==> config.mk <==
export PLATFORM = sky130hd
export DESIGN_NAME = div_ctrl_flat
export DESIGN_NICKNAME = d
export VERILOG_FILES = /design/src/rtl/div_ctrl_if.sv /design/src/rtl/div_ctrl.sv /design/src/flat_wrapper.sv
export SDC_FILE = /design/constraint.sdc
export NUM_CORES = 1
export LEC_CHECK = 0
export BUFFER_PORTS_ARGS = -buffer_cell sky130_fd_sc_hd__buf_2
export CORE_ASPECT_RATIO = 0.6
export CORE_UTILIZATION = 35
export CTS_CLUSTER_DIAMETER = 80
export DETAILED_ROUTE_END_ITERATION = 6
export GPL_TIMING_DRIVEN = 1
export PLACE_DENSITY = 0.53
export SETUP_SLACK_MARGIN = 0.15
export SLEW_MARGIN = 20
export SYNTH_ARGS = -nofsm -noshare
export SYNTH_HDL_FRONTEND = slang
export SYNTH_SLANG_ARGS = --single-unit
==> constraint.sdc <==
create_clock -name clk -period 11.7 [get_ports clk]
set_input_delay 1.17 -clock clk [delete_from_list [all_inputs] [get_ports clk]]
set_output_delay 1.17 -clock clk [all_outputs]
set_load 0.005 [all_outputs]
==> src/rtl/div_ctrl_if.sv <==
// Handshake and result bundle between the EX stage (master) and the iterative
// divider (slave).
interface div_ctrl_if #(
    parameter int WIDTH = 32
);
    logic             start;
    logic             signed_div;
    logic [WIDTH-1:0] opdata1;
    logic [WIDTH-1:0] opdata2;
    logic             annul;
    logic             stall_req;
    logic             busy;
    logic             ready;
    logic             div_by_zero;
    logic [WIDTH-1:0] result_hi;
    logic [WIDTH-1:0] result_lo;

    modport master (
        output start, signed_div, opdata1, opdata2, annul,
        input  stall_req, busy, ready, div_by_zero, result_hi, result_lo
    );

    modport slave (
        input  start, signed_div, opdata1, opdata2, annul,
        output stall_req, busy, ready, div_by_zero, result_hi, result_lo
    );
endinterface

==> src/rtl/div_ctrl.sv <==
// Iterative restoring divider for DIV/DIVU: one quotient bit per cycle on operand
// magnitudes, sign fix-up folded into the result load, HI = remainder, LO = quotient.
module div_ctrl #(
    parameter int WIDTH = 32
) (
    input  logic            clk,
    input  logic            rst,
    div_ctrl_if.slave       bus
);
    localparam int CW = $clog2(WIDTH);

    typedef enum logic [1:0] {
        ST_IDLE,
        ST_DIVZERO,
        ST_RUN,
        ST_DONE
    } state_t;

    state_t           state_q, state_d;
    logic [CW-1:0]    cnt_q, cnt_d;
    logic [WIDTH-1:0] rem_q, rem_d;
    logic [WIDTH-1:0] quo_q, quo_d;
    logic [WIDTH-1:0] dvs_q, dvs_d;
    logic [WIDTH-1:0] res_hi_q, res_hi_d;
    logic [WIDTH-1:0] res_lo_q, res_lo_d;
    logic             q_neg_q, q_neg_d;
    logic             r_neg_q, r_neg_d;
    logic             dbz_q, dbz_d;

    logic             accept;
    logic             divisor_zero;
    logic             last_step;
    logic             op1_neg, op2_neg;
    logic [WIDTH-1:0] op1_mag, op2_mag;
    logic [WIDTH:0]   shifted, trial;
    logic             trial_ok;
    logic [WIDTH-1:0] step_rem, step_quo;

    assign accept       = (state_q == ST_IDLE) && bus.start && !bus.annul;
    assign divisor_zero = (bus.opdata2 == '0);
    assign last_step    = (cnt_q == CW'(WIDTH - 1));

    assign op1_neg = bus.signed_div & bus.opdata1[WIDTH-1];
    assign op2_neg = bus.signed_div & bus.opdata2[WIDTH-1];
    assign op1_mag = op1_neg ? -bus.opdata1 : bus.opdata1;
    assign op2_mag = op2_neg ? -bus.opdata2 : bus.opdata2;

    // rem < divisor always holds, so the shifted partial remainder is below
    // 2*divisor and the top bit of the WIDTH+1 bit difference is a true sign.
    assign shifted  = {rem_q, quo_q[WIDTH-1]};
    assign trial    = shifted - {1'b0, dvs_q};
    assign trial_ok = ~trial[WIDTH];
    assign step_rem = trial_ok ? trial[WIDTH-1:0] : shifted[WIDTH-1:0];
    assign step_quo = {quo_q[WIDTH-2:0], trial_ok};

    always_ff @(posedge clk or posedge rst) begin
        if (rst) begin
            state_q <= ST_IDLE;
        end else begin
            state_q <= state_d;
        end
    end

    always_comb begin
        state_d = state_q;
        case (state_q)
            ST_IDLE: begin
                if (accept) begin
                    state_d = divisor_zero ? ST_DIVZERO : ST_RUN;
                end
            end
            ST_DIVZERO: begin
                state_d = bus.annul ? ST_IDLE : ST_DONE;
            end
            ST_RUN: begin
                if (bus.annul) begin
                    state_d = ST_IDLE;
                end else if (last_step) begin
                    state_d = ST_DONE;
                end
            end
            ST_DONE: begin
                state_d = ST_IDLE;
            end
            default: begin
                state_d = ST_IDLE;
            end
        endcase
    end

    // Results are loaded on the edge entering DONE so they are already visible
    // during the ready cycle; an annulled operation never reaches this load.
    always_comb begin
        cnt_d    = cnt_q;
        rem_d    = rem_q;
        quo_d    = quo_q;
        dvs_d    = dvs_q;
        q_neg_d  = q_neg_q;
        r_neg_d  = r_neg_q;
        res_hi_d = res_hi_q;
        res_lo_d = res_lo_q;
        dbz_d    = dbz_q;
        case (state_q)
            ST_IDLE: begin
                if (accept) begin
                    cnt_d   = '0;
                    rem_d   = '0;
                    dvs_d   = op2_mag;
                    quo_d   = divisor_zero ? bus.opdata1 : op1_mag;
                    q_neg_d = op1_neg ^ op2_neg;
                    r_neg_d = op1_neg;
                end
            end
            ST_DIVZERO: begin
                if (!bus.annul) begin
                    res_lo_d = '1;
                    res_hi_d = quo_q;
                    dbz_d    = 1'b1;
                end
            end
            ST_RUN: begin
                if (!bus.annul) begin
                    rem_d = step_rem;
                    quo_d = step_quo;
                    cnt_d = cnt_q + CW'(1);
                    if (last_step) begin
                        res_lo_d = q_neg_q ? -step_quo : step_quo;
                        res_hi_d = r_neg_q ? -step_rem : step_rem;
                        dbz_d    = 1'b0;
                    end
                end
            end
            default: begin
            end
        endcase
    end

    always_ff @(posedge clk or posedge rst) begin
        if (rst) begin
            cnt_q    <= '0;
            rem_q    <= '0;
            quo_q    <= '0;
            dvs_q    <= '0;
            q_neg_q  <= 1'b0;
            r_neg_q  <= 1'b0;
            res_hi_q <= '0;
            res_lo_q <= '0;
            dbz_q    <= 1'b0;
        end else begin
            cnt_q    <= cnt_d;
            rem_q    <= rem_d;
            quo_q    <= quo_d;
            dvs_q    <= dvs_d;
            q_neg_q  <= q_neg_d;
            r_neg_q  <= r_neg_d;
            res_hi_q <= res_hi_d;
            res_lo_q <= res_lo_d;
            dbz_q    <= dbz_d;
        end
    end

    assign bus.stall_req   = accept || (state_q == ST_DIVZERO) || (state_q == ST_RUN);
    assign bus.busy        = (state_q != ST_IDLE);
    assign bus.ready       = (state_q == ST_DONE);
    assign bus.div_by_zero = dbz_q;
    assign bus.result_hi   = res_hi_q;
    assign bus.result_lo   = res_lo_q;
endmodule

==> src/flat_wrapper.sv <==
// flat-port wrapper written by rule: the top's interface ports become plain ports
module div_ctrl_flat 
#(
    parameter int WIDTH = 32
)
  (clk, rst, bus_start, bus_signed_div, bus_opdata1, bus_opdata2, bus_annul, bus_stall_req, bus_busy, bus_ready, bus_div_by_zero, bus_result_hi, bus_result_lo);
  div_ctrl_if #(.WIDTH(WIDTH)) bus_i ();
  input  logic clk;
  input  logic rst;
  input wire logic [$bits(bus_i.start)-1:0] bus_start;
  input wire logic [$bits(bus_i.signed_div)-1:0] bus_signed_div;
  input wire logic [$bits(bus_i.opdata1)-1:0] bus_opdata1;
  input wire logic [$bits(bus_i.opdata2)-1:0] bus_opdata2;
  input wire logic [$bits(bus_i.annul)-1:0] bus_annul;
  output wire logic [$bits(bus_i.stall_req)-1:0] bus_stall_req;
  output wire logic [$bits(bus_i.busy)-1:0] bus_busy;
  output wire logic [$bits(bus_i.ready)-1:0] bus_ready;
  output wire logic [$bits(bus_i.div_by_zero)-1:0] bus_div_by_zero;
  output wire logic [$bits(bus_i.result_hi)-1:0] bus_result_hi;
  output wire logic [$bits(bus_i.result_lo)-1:0] bus_result_lo;
  assign bus_i.start = bus_start;
  assign bus_i.signed_div = bus_signed_div;
  assign bus_i.opdata1 = bus_opdata1;
  assign bus_i.opdata2 = bus_opdata2;
  assign bus_i.annul = bus_annul;
  assign bus_stall_req = bus_i.stall_req;
  assign bus_busy = bus_i.busy;
  assign bus_ready = bus_i.ready;
  assign bus_div_by_zero = bus_i.div_by_zero;
  assign bus_result_hi = bus_i.result_hi;
  assign bus_result_lo = bus_i.result_lo;
  div_ctrl #(.WIDTH(WIDTH)) u_core (.clk(clk), .rst(rst), .bus(bus_i));
endmodule
## After elaboration in Yosys (flattened, before gate mapping)

Cells that the tools add are included.

- Register bits: 170
- Bits in latches: 0
- RAM bits: 0
- Memory bits (read-only): 0
- Logic and storage cells: 76
- Memories: 0

- Equal/unequal tests: 9
- Multiply operators: 0
- Bitwise operators: 4
- Add/subtract/negate cells: 6
- Reduce and logical (&&, ||, !) cells: 14
- Shift-type cells: 0
- Multiplexer cells: 33
- Divide/modulo/power cells: 0
- Order comparisons: 0

Operators with widths:

| cell | number |
|---|---|
| 32-bit two-way mux | 16 |
| 32-bit one-hot mux with 2 select lines | 4 |
| 32-bit negation | 4 |
| 33-bit by 32-bit subtractor with 33-bit output | 1 |
| 32-bit logical NOT | 1 |
| 2-bit two-way mux | 5 |
| 5-bit two-way mux | 2 |
| 5-bit one-hot mux with 2 select lines | 1 |
| 2-bit one-hot mux with 4 select lines | 1 |
| 2-bit nonzero test | 3 |
| 5-bit by 1-bit adder with 5-bit output, second input constant | 1 |
| 5-bit == test, second input constant | 1 |
| 2-bit == test, second input constant | 2 |
| 2-bit by 1-bit != test with 1-bit output, second input constant | 2 |
| 2-bit != test, second input constant | 2 |
| 2-bit AND reduction | 2 |
| 4-bit AND reduction | 1 |
| 1-bit two-way mux | 3 |
| 3-bit by 2-bit != test with 1-bit output, second input constant | 1 |
| 3-bit AND reduction | 1 |
| 1-bit AND | 2 |
| 2-bit by 1-bit == test with 1-bit output, second input constant | 1 |
| 1-bit logical AND | 2 |
| 2-bit logical NOT | 1 |
| 5 further kinds | 6 |

## Logic depth before layout (Yosys ltp)

Gate-level depths: netlist of the first run.

- Depth in word-level cells: 7
- Depth in mapped cells: 25
- Gate-level depth less buffers: 22

## Least setup slack after synthesis of the first run

No wires, ideal clock.

- Path type: flip-flop to flip-flop
- Start point: register u_core.quo_q[31]
- End point: register u_core.res_lo_q[30] (netlist: u_core.bus.result_lo[30])
- Period minus slack after synthesis: 4.706 ns
- Setup time: 0.121 ns
- Path buffers: 4
- Slack: 6.994 ns
- Data arrival time: 4.585 ns
- Cell stages (with the launch flop): 24
- Cells stage by stage: dfrtp_1 -> inv_1 -> ha_1 -> fa_1 -> nand2b_1 -> a21oi_1 -> o211ai_1 -> a211oi_1 -> a221oi_1 -> and2_1 -> buf_6 -> inv_6 -> buf_6 -> buf_2 -> buf_2 -> ha_1 -> nand2_1 -> or4_4 -> or2_1 -> or3_4 -> nand2_1 -> nand2_1 -> xor2_1 -> o22a_1

- Longest elaborated chain between the ends: 7

Ends and longest elaborated chain:

| element | line | text |
|---|---|---|
| start, declared | div_ctrl.sv:22 | `logic [WIDTH-1:0] quo_q, quo_d;` |
| start signal, assigned | div_ctrl.sv:152 | `quo_q <= quo_d;` |
| 33-bit by 32-bit subtractor with 33-bit output | div_ctrl.sv:51 | `assign trial = shifted - {1'b0, dvs_q};` |
| 1-bit inverter | div_ctrl.sv:52 | `assign trial_ok = ~trial[WIDTH];` |
| 32-bit negation | div_ctrl.sv:127 | `res_lo_d = q_neg_q ? -step_quo : step_quo;` |
| 32-bit two-way mux | div_ctrl.sv:127 |  |
| 32-bit two-way mux | div_ctrl.sv:126 | `if (last_step) begin` |
| 32-bit two-way mux | div_ctrl.sv:122 | `if (!bus.annul) begin` |
| 32-bit one-hot mux with 2 select lines | div_ctrl.sv:103 | `case (state_q)` |
| end signal, assigned | div_ctrl.sv:157 | `res_lo_q <= res_lo_d;` |
| end, declared | div_ctrl.sv:25 | `logic [WIDTH-1:0] res_lo_q, res_lo_d;` |

Every way passes these cells. The select of a mux whose other input is x is not followed.
A chain may end at the register's enable or synchronous reset.

## Worst setup path after layout of the first run

- Start point: register u_core.quo_q[31]
- End point: register u_core.res_hi_q[30] (netlist: u_core.bus.result_hi[30])

- Longest elaborated chain between the ends: 7

Ends and longest elaborated chain:

| element | line | text |
|---|---|---|
| 33-bit by 32-bit subtractor with 33-bit output | div_ctrl.sv:51 |  |
| 32-bit two-way mux * | div_ctrl.sv:53 | `assign step_rem = trial_ok ? trial[WIDTH-1:0] : shifted[WIDTH-1:0];` |
| 32-bit negation | div_ctrl.sv:128 | `res_hi_d = r_neg_q ? -step_rem : step_rem;` |
| 32-bit two-way mux * | div_ctrl.sv:128 |  |
| 32-bit two-way mux * | div_ctrl.sv:126 |  |
| 32-bit two-way mux * | div_ctrl.sv:122 |  |
| 32-bit one-hot mux with 2 select lines * | div_ctrl.sv:103 |  |
| end signal, assigned | div_ctrl.sv:156 | `res_hi_q <= res_hi_d;` |
| end, declared | div_ctrl.sv:24 | `logic [WIDTH-1:0] res_hi_q, res_hi_d;` |

Mark *: on every way between the ends. The rest lies on a longest branch, timed or not. The select of a mux whose other input is x is not followed.

==> flow_metrics.py, run 1 <==
metrics = {
    "logic_synthesis": {
        "synth_compound_gate_area_share_pct": 23.9,
        "ys_top_cells_by_area": "sky130_fd_sc_hd__dfrtp_1 (34%), sky130_fd_sc_hd__o21ai_0 (7.2%), sky130_fd_sc_hd__nand2_1 (6.4%)",
        "synth_ff_type": "sky130_fd_sc_hd__dfrtp_1",
        "synth_enable_flop_cells": 0,
        "synth_fa_ha_area_share_pct": 4.47,
        "synth.net_count": 1648,
        "muxShareOfSynthArea_pct": 3.55,
        "main_combinational_cell_family_by_area_after_synthesis": "compound AO/OA/AOI/OAI gates",
        "postSynthAreaPerCell_um2": 8.14,
        "synth_common_cells": "sky130_fd_sc_hd__nand2_1 (213), sky130_fd_sc_hd__o21ai_0 (179), sky130_fd_sc_hd__dfrtp_1 (170)",
        "synth_largest_type_area_fraction_pct": 34.0,
        "netlist.top_cell.by_area": "sky130_fd_sc_hd__dfrtp_1",
        "synth.cell_area_um2": 12500,
        "ys_seq_area_share_pct": 34.0,
        "yosys.area_share.xor_xnor_pct": 9.39,
        "asyncSetResetFlopFracSynth_pct": 100,
        "post-synth-top-count-cell": "sky130_fd_sc_hd__nand2_1",
        "synth_simple_gate_area_share_pct": 19.8,
        "synth-warning-count": 0,
        "synth_seq_cells": 170,
        "netlist-cell-type-count": 86,
        "post_synth_inst_count": 1535,
    },
    "floorplan": {
        "initial_utilization_pct": 35.6,
        "core_um2": 35100,
        "count_of_boundary_i_o_pins": 137,
        "die_w_um": 246,
        "fp.dieArea_um2": 36500,
        "std_cell_rows": 53,
        "dieHeight_um": 148,
    },
    "detailed_routing": {
        "detail_route.wl_per_cell_um": 19.0,
        "route.detailed.vias_per_inst": 5.56,
        "detail_route.first_pass.iterations": 5,
        "vias": 11600,
        "drtAntennaViolNets": 0,
        "routed_wl_mm": 39.9,
        "drtIter0Drc": 1156,
        "remaining_drc_errors": 0,
    },
    "worst_setup_path": {
        "critical_path_depth": 21,
        "criticalPathCategory": "flop to flop",
        "setup.reg_to_reg.worst_slack_ps": 5640,
        "critical_path.slowest_cell": "sky130_fd_sc_hd__buf_4",
        "critical_path_s_top_delay_family": "compound AO/OA/AOI/OAI gates",
        "critical_path.endpoint_type": "flop",
        "longest_individual_stage_delay_on_the_worst_path_ps": 500,
        "worst_r2r_path_depth": 21,
        "timing.critical_path.buf_inv": 3,
        "cp_max_fo": 55,
        "crit_chain": "inv_1 > ha_1 > fa_1 > nand2b_1 > a21oi_1 > o211ai_1 > a21o_1 > a221oi_1 > and2_2 > buf_4 > inv_6 > a21oi_1 > ha_1 > nand2_1 > nor4_1 > mux2i_1 > a21o_1 > nor3_1 > a31o_2 > xnor2_1 > a31oi_1",
        "critical_path_arrival_ps": 6380,
        "worst-endpoint-required_ps": 12020,
        "setup.worst_path.start_class": "flop",
    },
    "sta": {
        "worst_slew_margin_rel_pct": 26.1,
        "fmaxAchievable_ghz": 0.165,
        "final-hold-violation-count": 0,
        "final.period_utilization_pct": 51.8,
        "final-setup-viol-count": 0,
        "max_transition_viols_final": 0,
        "final.setup_skew_ps": 8.57,
        "final_period_minus_worst_setup_slack_ps": 6060,
        "tightest_slew_ps": 1110,
        "fin_ws_ps": 5640,
        "final.setup.tns_ps": 0,
        "grt_setup_unrepaired": "no",
    },
    "power_and_ir_drop": {
        "powerDensity_nw_per_um2": 239,
        "ir_worst_vdd_mv": 0.124,
        "cellLeakagePower_nw": 6.01,
        "design_power_total_w": 0.00337,
    },
    "place": {
        "pre_cts_slack_ps": 5820,
        "detailedPlacementHpwl_mm": 30.4,
        "finalWeightedCongestion": 0.883,
        "port_buffers": 136,
        "place.detailed.instances": 2060,
    },
    "clocking": {
        "worst_setup_hold_path_clk_slew_ps": 70,
        "cts-hold-fix-buffers": 0,
        "clock_tree.htree_level_count": 4,
        "clk_path_buf_depth": 2,
        "worst_skew_pair.late_latency_ps": 470,
        "cts.sinks": 170,
        "post_cts.repair.setup_buffers": 0,
        "clock-root-buffer": "sky130_fd_sc_hd__clkbuf_16",
        "tritoncts": "built",
        "cts-buffers-inserted": 17,
        "cts_resized": 0,
    },
    "hold_path": {
        "min-delay-path-class": "flop to flop",
        "timing.hold.worst_path_depth": 2,
    },
    "grt": {
        "grt-ovfl-total": 0,
        "grt_start_max_net_pins": 70,
        "groute.usage.overall_pct": 22.3,
        "number_of_global_route_vias_before_repair": 10900,
        "grt_first_pass_wirelength_mm": 62.7,
        "antenna_found_initial": 1,
    },
    "flow_run": {
        "max-cap-violations": 0,
    },
    "layout": {
        "num-nets-final": 1725,
        "area_growth_pct": 12.9,
        "final_util_pct": 40.2,
        "num-fill-cells": 3569,
        "final_cell_count_no_fill": 2093,
        "share_of_layout_cells_above_drive_strength_1_pct": 13.8,
    },
    "outcome": {
        "outcome": "finished, final reports clean",
    },
}
## power by group
group          leakage, nW  internal, W  switching (W)
registers             2.11     0.000802       0.000219
clock network        0.291     0.000350       0.000272
logic                 3.62     0.000668        0.00105
## worst register-to-register path, stage by stage (launching register included)
cell and delay (ps):
sky130_fd_sc_hd__dfrtp_1 360, sky130_fd_sc_hd__inv_1 90, sky130_fd_sc_hd__ha_1 210, sky130_fd_sc_hd__fa_1 390
sky130_fd_sc_hd__nand2b_1 180, sky130_fd_sc_hd__a21oi_1 370, sky130_fd_sc_hd__o211ai_1 400, sky130_fd_sc_hd__a21o_1 260
sky130_fd_sc_hd__a221oi_1 230, sky130_fd_sc_hd__and2_2 170, sky130_fd_sc_hd__buf_4 500, sky130_fd_sc_hd__inv_6 320
sky130_fd_sc_hd__a21oi_1 370, sky130_fd_sc_hd__ha_1 260, sky130_fd_sc_hd__nand2_1 90, sky130_fd_sc_hd__nor4_1 480
sky130_fd_sc_hd__mux2i_1 220, sky130_fd_sc_hd__a21o_1 260, sky130_fd_sc_hd__nor3_1 310, sky130_fd_sc_hd__a31o_2 210
sky130_fd_sc_hd__xnor2_1 130, sky130_fd_sc_hd__a31oi_1 100
## cells by family (layout without fill, tap and decap cells)
family,count (synthesis),after routing
flip-flops,170,170
buffers and inverters,142,232
AO/OA/AOI/OAI,484,484
other,0,1
multiplexers,44,44
AND/OR/NAND/NOR,517,517
XOR/XNOR,134,134
adder cells (fa/ha/maj),44,44
## flip-flops by register name, indices dropped and copies added (netlist names), 2 cells and up
register / flops
u_core.cnt_q: 5
u_core.quo_q: 32
u_core.dvs_q: 32
u_core.bus.result_hi: 32
u_core.bus.result_lo: 32
u_core.state_q: 2
u_core.rem_q: 32
## layout by cell type (no fill, tap or decap), drive strengths merged, types with 4 or more instances in the layout
| cell type | n |
|---|---|
| clkinv | 4 |
| a31oi | 12 |
| o22a | 31 |
| o21a | 5 |
| nor3b | 7 |
| or4 | 13 |
| o21ai | 191 |
| and3 | 10 |
| nand4 | 13 |
| clkinvlp | 4 |
| nand3 | 15 |
| nand2b | 12 |
| nor2 | 107 |
| o31ai | 16 |
| or2 | 15 |
| a211oi | 7 |
| o211ai | 13 |
| a21o | 21 |
| nor3 | 42 |
| xor2 | 58 |
| a21oi | 127 |
| inv | 52 |
| mux2i | 41 |
| buf | 149 |
| nor2b | 8 |
| dfrtp | 170 |
| nand2 | 214 |
| a22o | 4 |
| and2 | 11 |
| nor4 | 14 |
| ha | 43 |
| xnor2 | 76 |
| clkbuf | 20 |
| or3 | 27 |
| o41ai | 13 |
| o31a | 4 |
## metrics by stage
step | area [um^2] | hold WS (ps)
finish | 14100 | 479
floorplan | 12500 | 445
global placement | 13500 | 458
detailed placement | 13500 | 467
CTS | 14100 | 483
global route | 14100 | 502
## layout make-up
type	instances	area [um^2]	area share, %
well taps	467	584	4.14
multi-input cells	1223	7660	54.3
diodes	1	2.50	0.0177
flip-flops and latches	170	4250	30.2
inverters	51	201	1.43
repair buffers	149	778	5.52
clock buffers	20	457	3.24
clock inverters	12	166	1.18
## path summary, 6_finish.rpt
kind	start	endpoint
max in group asynchronous	rst	u_core.quo_q[12]$_DFFE_PP0P_
hold / removal	u_core.bus.result_hi[11]$_DFFE_PP0P_	u_core.bus.result_hi[11]$_DFFE_PP0P_
setup reg to reg	u_core.quo_q[31]$_DFFE_PP0P_	u_core.bus.result_hi[30]$_DFFE_PP0P_
hold reg to reg	u_core.bus.result_hi[11]$_DFFE_PP0P_	u_core.bus.result_hi[11]$_DFFE_PP0P_
min in group asynchronous	rst	u_core.bus.result_hi[6]$_DFFE_PP0P_
setup / recovery	u_core.quo_q[31]$_DFFE_PP0P_	u_core.bus.result_hi[30]$_DFFE_PP0P_
## metal layers
layer,share of wire (%),global-route usage [%]
met2,41,30.7
met5,0,0
met3,6.1,4.49
met4,1.2,5.16
met1,52,34.7
Note: power is estimated with default switching activity, not from simulation.
==> run 2: changes to the inputs <==
- clock period: 11.7 -> 6.1 ns (I/O delays scaled with it)
==> flow_metrics.py, run 2 (synthesis gave the netlist of run 1 again) <==
metrics = {
    "sta": {
        "grt_setup_unrepaired": "no",
        "fmaxAchievable_ghz": 0.189,
        "final-hold-violation-count": 0,
        "worst_slew_margin_rel_pct": 30.3,
        "fin_ws_ps": 811,
        "tightest_slew_ps": 1040,
        "final_period_minus_worst_setup_slack_ps": 5290,
        "final.setup.tns_ps": 0,
        "final-setup-viol-count": 0,
        "final.period_utilization_pct": 86.7,
        "final.setup_skew_ps": 11.7,
        "max_transition_viols_final": 0,
    },
    "floorplan": {
        "core_um2": 35100,
        "die_w_um": 246,
        "dieHeight_um": 148,
        "initial_utilization_pct": 35.6,
        "std_cell_rows": 53,
        "count_of_boundary_i_o_pins": 137,
        "fp.dieArea_um2": 36500,
    },
    "place": {
        "port_buffers": 136,
        "detailedPlacementHpwl_mm": 30.8,
        "pre_cts_slack_ps": 959,
        "finalWeightedCongestion": 0.886,
    },
    "worst_setup_path": {
        "criticalPathCategory": "flop to flop",
        "setup.worst_path.start_class": "flop",
        "worst-endpoint-required_ps": 6420,
        "critical_path_arrival_ps": 5610,
        "critical_path.endpoint_type": "flop",
        "cp_max_fo": 20,
    },
    "clocking": {
        "cts-hold-fix-buffers": 0,
        "worst_setup_hold_path_clk_slew_ps": 70,
        "tritoncts": "built",
        "clock_tree.htree_level_count": 4,
        "cts-buffers-inserted": 17,
        "clk_path_buf_depth": 2,
        "post_cts.repair.setup_buffers": 0,
        "clock-root-buffer": "sky130_fd_sc_hd__clkbuf_16",
        "cts.sinks": 170,
        "worst_skew_pair.late_latency_ps": 470,
        "cts_resized": 0,
    },
    "grt": {
        "grt_start_max_net_pins": 83,
        "grt_first_pass_wirelength_mm": 64.0,
        "number_of_global_route_vias_before_repair": 11000,
        "groute.usage.overall_pct": 22.8,
        "grt-ovfl-total": 0,
        "antenna_found_initial": 1,
    },
    "layout": {
        "num-fill-cells": 3630,
        "insertedDiodeCount": 0,
        "final_util_pct": 40.1,
        "share_of_layout_cells_above_drive_strength_1_pct": 13.9,
        "num-nets-final": 1726,
        "area_growth_pct": 12.5,
        "final_cell_mix": "sky130_fd_sc_hd__nand2_1 (212), sky130_fd_sc_hd__o21ai_0 (179), sky130_fd_sc_hd__dfrtp_1 (170)",
        "mostFrequentLayoutCell": "sky130_fd_sc_hd__nand2_1",
    },
    "flow_run": {
        "max-cap-violations": 0,
    },
    "detailed_routing": {
        "drtIter0Drc": 1038,
        "remaining_drc_errors": 0,
        "detail_route.wl_per_cell_um": 19.4,
        "met3_wirelength_mm": 2.02,
        "vias": 11700,
        "route.detailed.vias_per_inst": 5.58,
        "routed.top_layer": "met4",
        "detail_route.first_pass.iterations": 5,
        "dr_wl_met2_mm": 16.4,
        "detail_route.wirelength.met1_mm": 21.6,
        "routed_wl_mm": 40.5,
        "drtAntennaViolNets": 0,
    },
    "power_and_ir_drop": {
        "powerDensity_nw_per_um2": 454,
        "design_power_total_w": 0.00638,
        "ir_worst_vdd_mv": 0.236,
        "cellLeakagePower_nw": 5.99,
    },
    "outcome": {
        "outcome": "finished, final reports clean",
    },
    "hold_path": {
        "min-delay-path-class": "input pin to asynchronous set/reset pin",
    },
}
run 2: layout make-up:
type	count	area (um^2)	share of cell area (%)
repair buffers	150	786	5.59
clock inverters	12	116	0.828
flip-flops and latches	170	4250	30.3
clock buffers	20	447	3.18
multi-input cells	1223	7660	54.5
well taps	467	584	4.16
inverters	51	201	1.43
run 2: final timing paths:
| path | start | to | slack, ps | cells past startpoint |
|---|---|---|---|---|
| worst max-delay path | u_core.quo_q[31]$_DFFE_PP0P_ | u_core.bus.result_hi[30]$_DFFE_PP0P_ | 810 | 20 |
| worst min-delay path | rst | u_core.bus.result_hi[6]$_DFFE_PP0P_ | 240 | 2 |
| worst max register to register | u_core.quo_q[31]$_DFFE_PP0P_ | u_core.bus.result_hi[30]$_DFFE_PP0P_ | 810 | 20 |
| worst min register to register | u_core.dvs_q[5]$_DFFE_PP0P_ | u_core.dvs_q[5]$_DFFE_PP0P_ | 480 | 2 |
| max in group asynchronous | rst | u_core.dvs_q[31]$_DFFE_PP0P_ | 4560 | 3 |
| min in group clk | bus_opdata2[23] | u_core.dvs_q[23]$_DFFE_PP0P_ | 450 | 3 |
run 2: metal layers:
layer | vias to the layer above | global-route usage, %
li1 | 5626 | -
met5 | - | 0
met1 | 5734 | 36.4
met2 | 289 | 31.3
met3 | 32 | 3.43
met4 | 0 | 5.31
run 2: worst max-delay path, cell delays in order, from the launching register on:
cell and delay [ps]:
sky130_fd_sc_hd__dfrtp_1 370, sky130_fd_sc_hd__inv_1 80, sky130_fd_sc_hd__ha_1 210, sky130_fd_sc_hd__fa_1 410, sky130_fd_sc_hd__nand2b_1 180, sky130_fd_sc_hd__a21oi_1 410
sky130_fd_sc_hd__o211ai_1 280, sky130_fd_sc_hd__a21o_1 220, sky130_fd_sc_hd__a221oi_1 250, sky130_fd_sc_hd__and2_2 250, sky130_fd_sc_hd__inv_6 100, sky130_fd_sc_hd__a21oi_1 250
sky130_fd_sc_hd__ha_1 260, sky130_fd_sc_hd__nand2_1 80, sky130_fd_sc_hd__nor4_1 580, sky130_fd_sc_hd__mux2i_1 220, sky130_fd_sc_hd__a21o_1 270, sky130_fd_sc_hd__nor3_1 300
sky130_fd_sc_hd__a31o_2 210, sky130_fd_sc_hd__xnor2_1 110, sky130_fd_sc_hd__a31oi_1 100
run 2: stage by stage:
step                cells  hold WS (ps)  cell area (um^2)
finish               2093           237             14100
global route         2093           291             14100
CTS                  2093           265             14000
detailed placement   2061           470             13500
global placement     2061           458             13500
floorplan            1535           445             12500
run 2: where the power goes:
part	total [W]	internal (W)	switching [W]
Combinational	0.00334	0.00128	0.00206
Clock	0.00109	0.000577	0.000518
Sequential	0.00195	0.00154	0.000410
Total	0.00638	0.00340	0.00298
